`src/rtl/tick_sched_pkg.sv`:
```
// Shared encodings for tick_scheduler: configuration opcodes and channel states.
// Pure definitions; no logic, no latency, no flow control.
package tick_sched_pkg;

  localparam logic [1:0] CMD_STOP     = 2'b00;
  localparam logic [1:0] CMD_PERIODIC = 2'b01;
  localparam logic [1:0] CMD_ONESHOT  = 2'b10;
  localparam logic [1:0] CMD_RSVD     = 2'b11;

  typedef enum logic [1:0] {
    ST_IDLE     = 2'd0,
    ST_PERIODIC = 2'd1,
    ST_ONESHOT  = 2'd2
  } ch_state_e;

endpackage

```
`src/rtl/tick_prescaler.sv`:
```
// Free-running divider producing a base_tick every PRESCALE enabled cycles.
// base_tick is combinational from the count; en low freezes it, no backpressure.
module tick_prescaler #(
  parameter int PRESCALE = 50_000
) (
  input  logic clk,
  input  logic rst,
  input  logic en,
  output logic base_tick
);

  localparam int            PW   = (PRESCALE > 1) ? $clog2(PRESCALE) : 1;
  localparam logic [PW-1:0] LAST = PW'(PRESCALE - 1);

  logic [PW-1:0] cnt_q, cnt_d;

  // Masked during reset so the strobe is quiet while the count is being cleared.
  assign base_tick = en && !rst && (cnt_q == LAST);

  always_comb begin
    cnt_d = cnt_q;
    if (en) begin
      cnt_d = (cnt_q == LAST) ? '0 : cnt_q + 1'b1;
    end
  end

  always_ff @(posedge clk) begin
    if (rst) begin
      cnt_q <= '0;
    end else begin
      cnt_q <= cnt_d;
    end
  end

endmodule

```
`src/rtl/tick_scheduler.sv`:
```
// NUM_CH timer channels (stop/periodic/one-shot) sharing one prescaler; ch_tick is registered (1 cycle).
// Commands take effect on the next edge; cfg_ready is low only during reset.
module tick_scheduler
  import tick_sched_pkg::*;
#(
  parameter int PRESCALE = 50_000,
  parameter int NUM_CH   = 4,
  parameter int CNT_W    = 16
) (
  input  logic                      clk,
  input  logic                      rst,
  input  logic                      en,
  input  logic                      cfg_valid,
  output logic                      cfg_ready,
  input  logic [$clog2(NUM_CH)-1:0] cfg_ch,
  input  logic [1:0]                cfg_cmd,
  input  logic [CNT_W-1:0]          cfg_period,
  output logic                      base_tick,
  output logic [NUM_CH-1:0]         ch_tick,
  output logic [NUM_CH-1:0]         ch_active
);

  localparam int CHW = $clog2(NUM_CH);

  logic cfg_fire;

  assign cfg_ready = !rst;
  assign cfg_fire  = cfg_valid && cfg_ready;

  tick_prescaler #(
    .PRESCALE (PRESCALE)
  ) u_prescaler (
    .clk       (clk),
    .rst       (rst),
    .en        (en),
    .base_tick (base_tick)
  );

  for (genvar i = 0; i < NUM_CH; i++) begin : g_ch
    ch_state_e        state_q, state_d;
    logic [CNT_W-1:0] cnt_q, cnt_d;
    logic [CNT_W-1:0] per_q, per_d;
    logic             tick_q, tick_d;
    logic             hit;

    assign hit = cfg_fire && (cfg_ch == CHW'(i));

    // A command for this channel pre-empts any base_tick landing in the same cycle.
    always_comb begin
      state_d = state_q;
      cnt_d   = cnt_q;
      per_d   = per_q;
      tick_d  = 1'b0;
      if (hit) begin
        case (cfg_cmd)
          CMD_STOP: state_d = ST_IDLE;
          CMD_PERIODIC, CMD_ONESHOT: begin
            if (cfg_period == '0) begin
              state_d = ST_IDLE;
            end else begin
              per_d   = cfg_period;
              cnt_d   = cfg_period;
              state_d = (cfg_cmd == CMD_ONESHOT) ? ST_ONESHOT : ST_PERIODIC;
            end
          end
          CMD_RSVD: begin
          end
        endcase
      end else if (base_tick && (state_q != ST_IDLE)) begin
        if (cnt_q > CNT_W'(1)) begin
          cnt_d = cnt_q - 1'b1;
        end else begin
          tick_d = 1'b1;
          if (state_q == ST_ONESHOT) begin
            state_d = ST_IDLE;
          end else begin
            cnt_d = per_q;
          end
        end
      end
    end

    always_ff @(posedge clk) begin
      if (rst) begin
        state_q <= ST_IDLE;
        cnt_q   <= '0;
        per_q   <= '0;
        tick_q  <= 1'b0;
      end else begin
        state_q <= state_d;
        cnt_q   <= cnt_d;
        per_q   <= per_d;
        tick_q  <= tick_d;
      end
    end

    assign ch_tick[i]   = tick_q;
    assign ch_active[i] = (state_q != ST_IDLE);
  end

endmodule

```
`config.mk`:
```
export PLATFORM = sky130hd
export DESIGN_NAME = tick_scheduler
export DESIGN_NICKNAME = d
export VERILOG_FILES = /design/src/rtl/tick_sched_pkg.sv /design/src/rtl/tick_prescaler.sv /design/src/rtl/tick_scheduler.sv
export SDC_FILE = /design/constraint.sdc
export NUM_CORES = 1
export LEC_CHECK = 0
export CORE_UTILIZATION = 25
export DETAILED_ROUTE_END_ITERATION = 7
export PLACE_DENSITY_LB_ADDON = 0.25
export SETUP_SLACK_MARGIN = 0.5
export SLEW_MARGIN = 20
export SYNTH_ARGS = -nofsm -noshare
export SYNTH_HDL_FRONTEND = slang
export SYNTH_SLANG_ARGS = --single-unit
```
`constraint.sdc`:
```
create_clock -name clk -period 3.4 [get_ports clk]
set_input_delay 1.02 -clock clk [delete_from_list [all_inputs] [get_ports clk]]
set_output_delay 1.02 -clock clk [all_outputs]
set_load 0.05 [all_outputs]
```
==> results of run 1 <==
## final cells by class
type                    instances  area, um2  share of cell area, %
multi-input cells             852       5030                   47.3
flip-flops and latches        156       3130                   29.4
repair buffers                134       1250                   11.8
well taps                     448        561                   5.27
clock buffers                  17        425                   4.00
clock inverters                15        141                   1.33
inverters                      27        101                  0.953
## power breakdown
| group | total [W] | switching, W | internal, W |
|---|---|---|---|
| sequential | 0.00188 | 0.0000246 | 0.00185 |
| combinational | 0.000760 | 0.000468 | 0.000292 |
| clock | 0.00190 | 0.000921 | 0.000980 |
## flip-flops by register name (all words and copies together), names as in the netlist
| register | flops |
|---|---|
| g_ch.state_q | 8 |
| g_ch.per_q | 64 |
| g_ch.tick_q | 4 |
| u_prescaler.cnt_q | 16 |
| g_ch.cnt_q | 64 |
## path summary, 6_finish.rpt
path / from / end / slack [ns] / cells past startpoint
setup / recovery: en / base_tick / 0.48 / 6
hold / removal: g_ch[2].per_q[5] / g_ch[2].per_q[5] / 0.45 / 2
setup reg to reg: g_ch[2].cnt_q[2] / g_ch[2].cnt_q[14] / 0.69 / 6
hold reg to reg: g_ch[2].per_q[5] / g_ch[2].per_q[5] / 0.45 / 2
## cell families (layout without fill, tap and decap cells)
family	count (synthesis)	in the layout	synth area share [%]
adder cells (fa/ha/maj)	11	11	1.62
XOR/XNOR	32	32	3.30
flip-flops	156	156	36.7
AO/OA/AOI/OAI	346	346	26.2
buffers and inverters	119	193	6.11
multiplexers	7	7	0.824
AND/OR/NAND/NOR	456	456	25.2
## tightest hold or removal path, cell delays in order, from the launching register on
cell,delay (ns)
sky130_fd_sc_hd__dfxtp_1,0.31
sky130_fd_sc_hd__nand2_1,0.05
sky130_fd_sc_hd__a21oi_1,0.05
## placed cells by master (no fill, tap or decap), drive strengths merged, types with 16 or more instances in the layout
cell type / instances
nand2: 215
dfxtp: 156
a21oi: 127
buf: 106
nor2: 94
o21ai: 70
inv: 40
o211ai: 32
nor3: 24
a31oi: 24
nor4: 19
clkbuf: 19
xor2: 17
nand3: 16
## what timing repair did
item / 4_1_cts / 5_1_grt
setup buffers: 9 / 6
endpoints found under the setup margin: 115 / 34
gates resized for setup: 33 / 25
cloned: 2 / 0
pin swaps: 8 / 10
## layer usage
layer  vias to the layer above  track usage [%]  wire (um)
li1                       4152                -          -
met1                      4036             23.7      14200
met2                       174             26.3      13100
met3                        37             2.75       1190
met4                         2             5.24        563
met5                         -                0         13
## through the flow
stage	utilization (%)	hold WS, ns	area (um2)	TNS [ns]	instances
2_1_floorplan	-	0.432	8670	0	1127
3_3_place_gp	29.2	0.441	9780	-14.08	1599
3_5_place_dp	29.2	0.445	9790	-9.31	1600
4_1_cts	31.4	0.455	10500	0	1643
5_1_grt	31.7	0.460	10600	0	1649
6_report	31.7	0.453	10600	0	1649
==> results by stage, run 1 <==
Detailed routing:
- The total length of routed wires is between 20 and 30 mm.
- The first detailed-routing pass ran for 5 iterations.
- The count of nets left with antenna violations once routing finished came out at 0.
- The count of routing violations after the opening detailed-route iteration is 553.
- The detailed-route DRC error count is 0.
- The wire length per cell after detailed routing is 17.6 um.
- The detailed-route via count is 8401.
- Dividing the detail-routed via count by the number of cells gives roughly 5.1.

Die:
- The number of standard-cell rows in the floorplan is 67.
- The number of primary I/O pins is 34.
- The overall die height is approximately 190 um.
- The overall die area is around 35000 um2.
- The initial core utilization is around a quarter.
- The die is 186 um wide.
- The total core area is about 34000 um2.

Timing:
- Headroom to the max-slew limit came out at ~53%.
- The final-report hold violation count is 0.
- For the pin with the worst max-slew slack, the measured transition is 0.699 ns.
- For the finished layout, the period the worst path requires is 2.92 ns.
- The final-report max-slew violation count is 0.
- The achievable frequency is 343 MHz.
- Across the routed clock network, the largest skew measured is 0.0140 ns.
- Setup violations remaining at the end of the flow were counted as 0.
- The final worst setup slack is 0.484 ns.
- The period utilization is a little under nine tenths.
- Setup repair after global routing could not meet its margin everywhere.

Critical path:
- The highest net fanout along the worst path is 2.
- The signal arrival time at the worst endpoint is around 1.9 ns.
- The delay contributed by the slowest stage of the critical path is 0.20 ns.
- Among the stages of the critical path, the cell type that occurs most often is sky130_fd_sc_hd__buf_6.
- Together, buffers and inverters on the worst path number 3.
- The type of origin of the critical path is an input pin.
- The signal on the critical path passes through buf_6, and4_4, nand4_1, buf_6, nor2_4, buf_12.
- The worst setup path is captured at an output port.
- The worst setup path is of the input pin to output port kind.
- The largest individual stage delay along the critical path comes from the cell sky130_fd_sc_hd__and4_4.
- The cell family contributing the most delay on the critical path is simple AND/OR/NAND/NOR gates.
- The required time of the critical path is about 2.4 ns.

Global route:
- The first-pass GRT wire length is between 40 and 50 mm.
- The number of antenna violations at the first check in global routing was 2.
- The total overflow left after global routing is 0.
- The total global-route track usage is 16.9%.
- The via count of the first global-routing pass is between 8k and 9k.
- Entering global routing, the biggest net connects 114 pins.

Cells and area:
- The fraction of final layout cells sized beyond drive strength 1 is roughly 16%.
- The number of inserted filler cells in the final layout is 3619.
- The area added between synthesis and finish is 25.1%.
- After the last flow step, the layout net total stands at approximately 1.2k.
- The number of antenna cells inserted is 0.

Synth:
- Synthesis produced 1127 cells.
- The number of nets in the synthesized netlist is 1162.
- The sequential cell area fraction in the yosys report is 36.7%.
- The share of async-settable or async-resettable flops after synthesis is 0%.
- By area the synthesized netlist is led by sky130_fd_sc_hd__dfxtp_1 37%, sky130_fd_sc_hd__nand2_1 9.5%, sky130_fd_sc_hd__a21oi_1 7.5%.
- The Yosys step of the flow raised 0 warnings.
- The post-synthesis register bit count is 156.
- By count the netlist is led by 215 x sky130_fd_sc_hd__nand2_1, 156 x sky130_fd_sc_hd__dfxtp_1, 127 x sky130_fd_sc_hd__a21oi_1, 92 x sky130_fd_sc_hd__nor2_1, 69 x sky130_fd_sc_hd__o21ai_0.
- In this run the biggest area consumer among cell types represents roughly 37% of the synthesized area.
- Dividing the synthesized area by the synthesized cell count gives 7.54 um2.
- The prevailing post-synth register cell is sky130_fd_sc_hd__dfxtp_1.
- In this run, synthesis inferred 0 flip-flops with an integrated enable.
- After synthesis the cells add up to 8500 um2.
- The dominant cell type by area after synthesis is sky130_fd_sc_hd__dfxtp_1.
- The most frequent cell after synthesis is sky130_fd_sc_hd__nand2_1.
- Counting distinct cell types in the post-synthesis netlist gives 72.

Placement:
- The estimated wirelength of the detail-placed design is 19.5 mm.
- At the end of routability-driven placement, the weighted congestion stood at slightly above 0.8.
- The count of buffers from port buffering is 33.
- The worst slack after detailed placement is -0.238 ns.

CTS:
- The tree built by TritonCTS fans out to between 150 and 200 sinks.
- Counting along the longest clock path gives a buffer depth of 2.
- Clock tree synthesis inserted a total of 17 buffers.
- The tree is rooted in a sky130_fd_sc_hd__clkbuf_16.
- The number of buffers added to fix hold violations after cts is 0.
- After clock tree synthesis, the clock-pin slew on the worst setup and hold paths is 0.07 ns.
- The later pin in the worst-skew pair is clocked with a latency of between 0.4 and 0.5 ns.
- The H-tree was split into 4 levels.
- TritonCTS built the clock tree.

Hold path:
- The path class of the tightest hold or removal check is flop to flop.

Pwr:
- The total leakage power is 3.80 nW.
- The power per standard cell area is ~430 nW/um2.
- The design draws 0.00454 W.
- The maximum ir drop on the vdd rail is 0.309 mV.

Flow run:
- The tool flagged a number of max-cap violations equal to 0.

Status:
- The run finished with clean final reports.
Note: power is estimated with default switching activity, not from simulation.
==> run 2, diff against run 1 <==
==> constraint.sdc (replaced) <==
create_clock -name clk -period 3.4 [get_ports clk]
set_input_delay 0.51 -clock clk [delete_from_list [all_inputs] [get_ports clk]]
set_output_delay 0.51 -clock clk [all_outputs]
set_load 0.05 [all_outputs]
==> run 2 against run 1 <==
Compared with the run above: clock power hardly changed; global-route usage is 0.45 points lower; sequential power hardly changed; die area stayed put; final area is 5.1% lower; worst hold slack worse by 0.0022 ns; critical endpoint is now g_ch[2].cnt_q[3]; largest power group unchanged.
==> results by stage, run 2 (same netlist as run 1, synthesis figures left out) <==
Detailed routing:
- The detailed-route DRC error count is 0 (unchanged).
- The detailed-route via count was 8257 (-1.7%).
- The wire length per cell after detailed routing is 17.9 um (+2.0%).
- The routed length on met3 is 1.58 mm (+33%).
- The count of routing violations after the opening detailed-route iteration is 634 (+15%).
- The detailed-routing iteration count for the pre-antenna-repair pass came to 6 (+1).
- The sum of routed wire segments on met1 is 14.1 mm (-0.60%).
- The total length of routed wires is 29.0 mm (-0.25%).
- The vias per cell is 5.12 (+0.48%).
- The post-detailed-route count of antenna-violating nets is 0 (unchanged).
- The amount of wire on met2 after detailed routing was 13.0 mm (-0.81%).
- Routed signal wires occupy layers up through met5.

CTS:
- The TritonCTS buffer count was 17 (unchanged).
- The tree is rooted in a sky130_fd_sc_hd__clkbuf_16.
- TritonCTS built the clock tree.
- The number of clock sinks seen by CTS is 156 (unchanged).
- The number of buffers on the longest clock path is 2 (unchanged).
- The number of buffers added to fix hold violations after cts is 0 (unchanged).
- The clock-pin transition on the worst setup and hold timing paths is 0.07 ns (about the same).
- The later-pin clock latency in the skew report is 0.45 ns (about the same).
- The maximum level of the CTS H-tree was 4 (unchanged).

Critical path:
- Tracing the worst setup path back leads to its startpoint at g_ch[2].cnt_q[2].
- Following the worst setup path forward leads to its endpoint at g_ch[2].cnt_q[3].
- The critical path in this run is classified as flop to flop.
- The worst setup path is launched from a flop.
- The worst-case register-to-register setup slack was 0.65 ns (-0.04 ns).
- The critical register-to-register path endpoint is g_ch[2].cnt_q[3].
- The required time of the critical path is 3.74 ns (+1.36 ns).
- The number of cells traversed by the worst register-to-register path is 6 (unchanged).
- The launching point of the worst reg2reg path is g_ch[2].cnt_q[2].
- The kind of end point of the critical path is a flop.
- The signal arrival time at the worst endpoint is 3.10 ns (+1.20 ns).
- The highest net fanout along the worst path is 13 (+11).

Die:
- The number of primary I/O pins came to 34 (unchanged).
- The overall die area came to 34700 um2 (unchanged).
- The overall die height is 186 um (unchanged).
- The number of standard-cell rows in the floorplan is 67 (unchanged).
- The total core area was 33500 um2 (unchanged).
- The x dimension of the die is 186 um (unchanged).
- The initial core utilization is 25.4% (unchanged).

Pwr:
- The total leakage power is 3.46 nW (-9.1%).
- The power per standard cell area is 447 nW/um2 (+4.8%).
- The maximum ir drop on the vdd rail is 0.384 mV (+24%).

Global route:
- The total global-route track usage is 16.4% (-0.45 points).
- The first-pass GRT wire length came to 44.9 mm (-3.1%).
- The remaining global-route overflow was 0 (unchanged).
- The maximum number of pins on one net before global-route repair is 63 (-45%).
- The via count of the first global-routing pass came to 7717 (-3.9%).
- The number of antenna violations at the first check in global routing is 2 (unchanged).

Timing:
- The achievable frequency was 363 MHz (+5.9%).
- Setup repair after global routing left no endpoint under its margin.
- The worst clock skew is 0.0169 ns (+0.00285 ns).
- The minimum period implied by the final worst setup slack was 2.75 ns (-0.164 ns).
- The final-report hold violation count is 0 (unchanged).
- The worst slew margin relative to its limit is 44.6% (-8.4 points).
- The final-report max-slew violation count is 0 (unchanged).
- The setup total negative slack is 0 ns (unchanged).
- The period utilization was 81.0% (-4.8 points).
- The count of final setup violators is 0 (unchanged).
- The slew at the pin closest to its max-slew limit was 0.826 ns (+0.127 ns).

Flow run:
- The number of max-cap violations was 0 (unchanged).

Cells and area:
- The top cell types in the final layout, fill and taps aside, are 214 x sky130_fd_sc_hd__nand2_1, 156 x sky130_fd_sc_hd__dfxtp_1, 127 x sky130_fd_sc_hd__a21oi_1, 91 x sky130_fd_sc_hd__nor2_1, 69 x sky130_fd_sc_hd__o21ai_0.
- The final core utilization is 30.1% (-1.6 points).
- From synthesis to final layout, the design area changed by 18.8%.
- The count of nets after finishing is 1186 (-3.0%).
- The fraction of final layout cells sized beyond drive strength 1 was 11.5% (-4.9 points).
- The post-layout instance area is 10100 um2 (-5.1%).
- The largest registers in the layout are g_ch.cnt_q (64), g_ch.per_q (64), u_prescaler.cnt_q (16).
- The commonest non-fill, non-tap cell in the layout is sky130_fd_sc_hd__nand2_1.

Placement:
- The estimated wirelength of the detail-placed design came to 19.2 mm (-1.8%).
- The post-detailed-placement cell area came to 9460 um2 (-3.4%).
- The placer's final routability congestion estimate is 0.802 (-0.99%).
- The count of buffers from port buffering is 33 (unchanged).

Hold path:
- The number of stages on the worst hold path is 2 (unchanged).
- The class of the tightest hold or removal check is flop to flop.

Status:
- The run finished with clean final reports.
-- run 2: area by class of cell --
cell class | instances | area, um2
fillers | 3645 | 23400
well taps | 448 | 561
repair buffers | 96 | 821
diodes | 1 | 2.50
clock buffers | 19 | 443
clock inverters | 13 | 133
inverters | 27 | 101
flip-flops and latches | 156 | 3120
multi-input cells | 853 | 4910
-- run 2: through the flow --
| stage | worst slack, ns | power (W) | std cells | hold slack (ns) |
|---|---|---|---|---|
| after CTS | 0.554 | 0.00454 | 1611 | 0.455 |
| after floorplan | 0.730 | 0.00238 | 1127 | 0.432 |
| after global routing | 0.528 | 0.00470 | 1612 | 0.469 |
| final | 0.648 | 0.00452 | 1613 | 0.451 |
| after global placement | 0.117 | 0.00263 | 1577 | 0.440 |
| after detailed placement | 0.0930 | 0.00262 | 1577 | 0.445 |
-- run 2: what timing repair did --
| item | 4_1_cts | 5_1_grt |
|---|---|---|
| resized for setup | 1 | 5 |
| endpoints found under the setup margin | 2 | 28 |
| pin swaps | 1 | 1 |
| buffers inserted | 2 | 0 |
| gates cloned | 0 | 1 |
-- run 2: worst min-delay path by stage --
stage,start,end,slack (ns)
after global routing,g_ch[3].per_q[5],g_ch[3].per_q[5],0.47
after CTS,g_ch[0].per_q[9],g_ch[0].per_q[9],0.46
final,g_ch[3].per_q[11],g_ch[3].per_q[11],0.45
after global placement,g_ch[0].per_q[13],g_ch[0].per_q[13],0.44
after floorplan,g_ch[1].per_q[4],g_ch[1].per_q[4],0.43
after detailed placement,g_ch[0].per_q[9],g_ch[0].per_q[9],0.44
-- run 2: report_power, final --
group          total [W]  internal [W]  switching, W
clock            0.00192       0.00104      0.000875
sequential       0.00188       0.00185     0.0000241
combinational   0.000720      0.000263      0.000457
-- run 2: critical path, stage by stage, from the launching register on --
cell                       delay, ns
sky130_fd_sc_hd__dfxtp_1        0.39
sky130_fd_sc_hd__or4_4          0.60
sky130_fd_sc_hd__nor4b_4        0.55
sky130_fd_sc_hd__and2_1         0.57
sky130_fd_sc_hd__a31o_2         0.23
sky130_fd_sc_hd__a21oi_1        0.06
sky130_fd_sc_hd__a311oi_1       0.27
-- run 2: routing by layer --
| metal | global-route usage [%] | up-vias |
|---|---|---|
| li1 | - | 4083 |
| met1 | 23.0 | 3951 |
| met2 | 25.9 | 202 |
| met3 | 3.52 | 19 |
| met4 | 3.34 | 2 |
| met5 | 0 | - |
==> run 3, diff against run 2 <==
Clock period 3.4 ns to 2.3 ns, I/O delays scaled along.
==> run 3 against run 2 <==
Compared with the run above: the flow now finishes with violations (negative setup slack); first-iteration DRC count up 11%; flip-flop and latch count unchanged; power rose by 64%; die area did not move; final area rose by 36%; worst hold slack worse by 0.098 ns; non-clock buffer count up 218; sequential share of layout area down 8.1 points; combinational power is 140% higher; critical path depth rose by 7; largest cell class unchanged.
==> results by stage, run 3 (same netlist as run 1, synthesis figures left out) <==
Status:
- The flow ran to the end, but the final reports show violations.
- The checks that failed: negative setup slack.

Critical path:
- The worst setup path is captured at a flop.
- The start-to-end type of the worst setup path is flop to flop.
- The required time of the critical path came to 2.59 ns (-1.15 ns).
- The type of origin of the critical path is a flop.
- The signal arrival time at the worst endpoint is 2.63 ns (-0.47 ns).
- The highest net fanout along the worst path is 7 (-6).

Detailed routing:
- The uppermost layer routed is met4.
- The wire length per cell after detailed routing is 18.6 um (+3.5%).
- The routed length on met3 is 1.51 mm (-3.9%).
- The amount of wire on met2 after detailed routing was 16.0 mm (+23%).
- The detailed-route DRC error count is 0 (unchanged).
- The detailed-routing iteration count for the pre-antenna-repair pass is 5 (-1).
- The total length of routed wires was 34.0 mm (+17%).
- The detailed-route via count is 9374 (+14%).
- The post-detailed-route count of antenna-violating nets is 0 (unchanged).
- The count of routing violations after the opening detailed-route iteration is 706 (+11%).
- The sum of routed wire segments on met1 is 15.4 mm (+9.6%).
- The vias per cell came to 5.13 (+0.12%).

Global route:
- The maximum number of pins on one net before global-route repair is 60 (-4.8%).
- The via count of the first global-routing pass is 9124 (+18%).
- The first-pass GRT wire length was 51.8 mm (+16%).
- The total global-route track usage is 19.0% (+2.5 points).
- The number of antenna violations at the first check in global routing is 0 (-2).
- The remaining global-route overflow is 0 (unchanged).

Timing:
- The count of final setup violators is 8 (+8).
- The final worst setup slack came to -0.0376 ns (-0.685 ns).
- The period utilization came to 102% (+21 points).
- The worst clock skew is 0.00998 ns (-0.00688 ns).
- The achievable frequency was 428 MHz (+18%).
- The final-report max-slew violation count is 0 (unchanged).
- The slew at the pin closest to its max-slew limit is 0.814 ns (-0.0123 ns).
- The final-report hold violation count was 0 (unchanged).
- The minimum period implied by the final worst setup slack came to 2.34 ns (-0.415 ns).
- The worst slew margin relative to its limit is 45.7% (+1.2 points).
- Setup repair after global routing could not meet its margin everywhere.

CTS:
- The number of buffers on the longest clock path is 2 (unchanged).
- The maximum level of the CTS H-tree came to 4 (unchanged).
- The buffer cell driving the clock tree root is sky130_fd_sc_hd__clkbuf_16.
- The clock-pin transition on the worst setup and hold timing paths is 0.07 ns (about the same).
- The number of clock sinks seen by CTS came to 156 (unchanged).
- The later-pin clock latency in the skew report is 0.44 ns (about the same).
- The TritonCTS buffer count is 17 (unchanged).
- The TritonCTS clock tree is yes.

Die:
- The number of standard-cell rows in the floorplan is 67 (unchanged).
- The x dimension of the die was 186 um (unchanged).
- The overall die height came to 186 um (unchanged).
- The number of primary I/O pins is 34 (unchanged).
- The total core area is 33500 um2 (unchanged).
- The initial core utilization is 25.4% (unchanged).
- The overall die area came to 34700 um2 (unchanged).

Placement:
- The count of buffers from port buffering is 33 (unchanged).
- The placer's final routability congestion estimate was 0.850 (+6.0%).
- The post-detailed-placement cell area came to 10700 um2 (+13%).
- The estimated wirelength of the detail-placed design was 21.0 mm (+9.5%).
- The placed instance count came to 1699 (+7.7%).

Cells and area:
- Relative to the synthesized area, the layout overhead comes to 61.6%.
- The fraction of final layout cells sized beyond drive strength 1 is 43.3% (+32 points).
- The count of nets after finishing came to 1404 (+18%).
- The library cell used most frequently in the layout, excluding fill and tap cells, is sky130_fd_sc_hd__buf_4.
- The count of placed standard cells in the final layout, fillers left out was 1829 (+13%).
- Leaving out fill and tap cells, the most frequent cells in the layout are 168 x sky130_fd_sc_hd__buf_4, 144 x sky130_fd_sc_hd__dfxtp_1, 133 x sky130_fd_sc_hd__nand2_1, 89 x sky130_fd_sc_hd__a21oi_1, 83 x sky130_fd_sc_hd__buf_6.
- The post-layout instance area is 13700 um2 (+36%).
- The number of antenna cells inserted is 0 (-1).
- In the final layout, the registers with the most flip-flops are g_ch.cnt_q (64), g_ch.per_q (64), u_prescaler.cnt_q (16).

Pwr:
- The sequential power share came to 37.5% (-4.1 points).
- The proportion of power drawn by combinational gates was 23.2% (+7.3 points).
- The power per standard cell area is 540 nW/um2 (+21%).
- The switching share of power is 29.2% (-0.76 points).
- The switching power total was 0.00217 W (+60%).
- The maximum ir drop on the vdd rail was 0.374 mV (-2.5%).
- The part of the power in the clock network came to 39.3% (-3.2 points).
- The cell-internal power is 0.00525 W (+66%).
- The total leakage power is 5.32 nW (+54%).

Flow run:
- The number of max-cap violations was 0 (unchanged).

Hold path:
- The path class of the tightest hold or removal check is input pin to flop.
run 3: cell types whose count changed in the layout (fill, tap and decap cells not counted), sizes merged, moves of 2 or more:
cell           before  now
buf                66  295
bufinv              1    3
clkbuf             19   26
clkdlybuf4s15       0    2
clkdlybuf4s50      30    4
clkinv              3    6
clkinvlp            4    2
dlygate4sd2         0    6
inv                32   27
run 3: layout make-up:
cell class	instances	area, um2
fill	3412	19800
multi-input combinational	853	6130
timing repair buffer	314	3230
sequential	156	3140
tap	448	561
clock buffer	20	437
clock inverter	11	146
inverter	27	101
run 3: worst paths after layout:
path | startpoint | depth (start not counted) | slack [ns] | to
min reg2reg | g_ch[0].per_q[10] | 2 | 0.45 | g_ch[0].per_q[10]
max | u_prescaler.cnt_q[1] | 13 | -0.04 | g_ch[2].cnt_q[2]
min | cfg_period[1] | 4 | 0.35 | g_ch[2].per_q[1]
max reg2reg | u_prescaler.cnt_q[1] | 13 | -0.04 | g_ch[2].cnt_q[2]
run 3: per-layer routing:
metal	GRT usage, %	up-vias
met4	6.04	0
li1	-	4520
met3	3.07	62
met2	31.3	250
met5	0	-
met1	25.2	4542
run 3: critical path: stages, from the launching register on:
cell and delay [ns]:
sky130_fd_sc_hd__dfxtp_2 0.35, sky130_fd_sc_hd__ha_4 0.13, sky130_fd_sc_hd__and4_4 0.21, sky130_fd_sc_hd__buf_6 0.09, sky130_fd_sc_hd__nand4_1 0.18, sky130_fd_sc_hd__buf_6 0.19, sky130_fd_sc_hd__nor2_4 0.14, sky130_fd_sc_hd__buf_6 0.12
sky130_fd_sc_hd__buf_6 0.09, sky130_fd_sc_hd__a31oi_4 0.09, sky130_fd_sc_hd__buf_6 0.16, sky130_fd_sc_hd__buf_16 0.13, sky130_fd_sc_hd__a221oi_2 0.25, sky130_fd_sc_hd__nor2_1 0.06
run 3: power by group through the flow:
stage	logic [W]	clock network, W	registers, W
3_5_place_dp	0.00125	0	0.00283
3_3_place_gp	0.00125	0	0.00283
2_1_floorplan	0.000748	0	0.00283
6_report	0.00172	0.00292	0.00278
4_1_cts	0.00158	0.00295	0.00277
5_1_grt	0.00183	0.00306	0.00278
run 3: metrics by stage:
stage	hold slack, ns	power, W	setup slack, ns	util [%]	TNS [ns]
floorplan	0.432	0.00357	-0.0679	-	-0.588
global placement	0.439	0.00408	-0.792	31.8	-68.53
detailed placement	0.447	0.00408	-0.682	31.8	-65.77
CTS	0.357	0.00731	-0.000408	38.7	-0.000408
global route	0.354	0.00768	-0.136	41.0	-1.58
finish	0.353	0.00741	-0.0376	41.0	-0.152
run 3: timing repair:
item | 4_1_cts | 5_1_grt
endpoints found under the setup margin | 148 | 157
buffers inserted | 65 | 19
pin swaps | 131 | 66
gates resized for setup | 353 | 140
hold buffers | 0 | 0
hold endpoints to repair | 0 | 0
gates cloned | 10 | 5
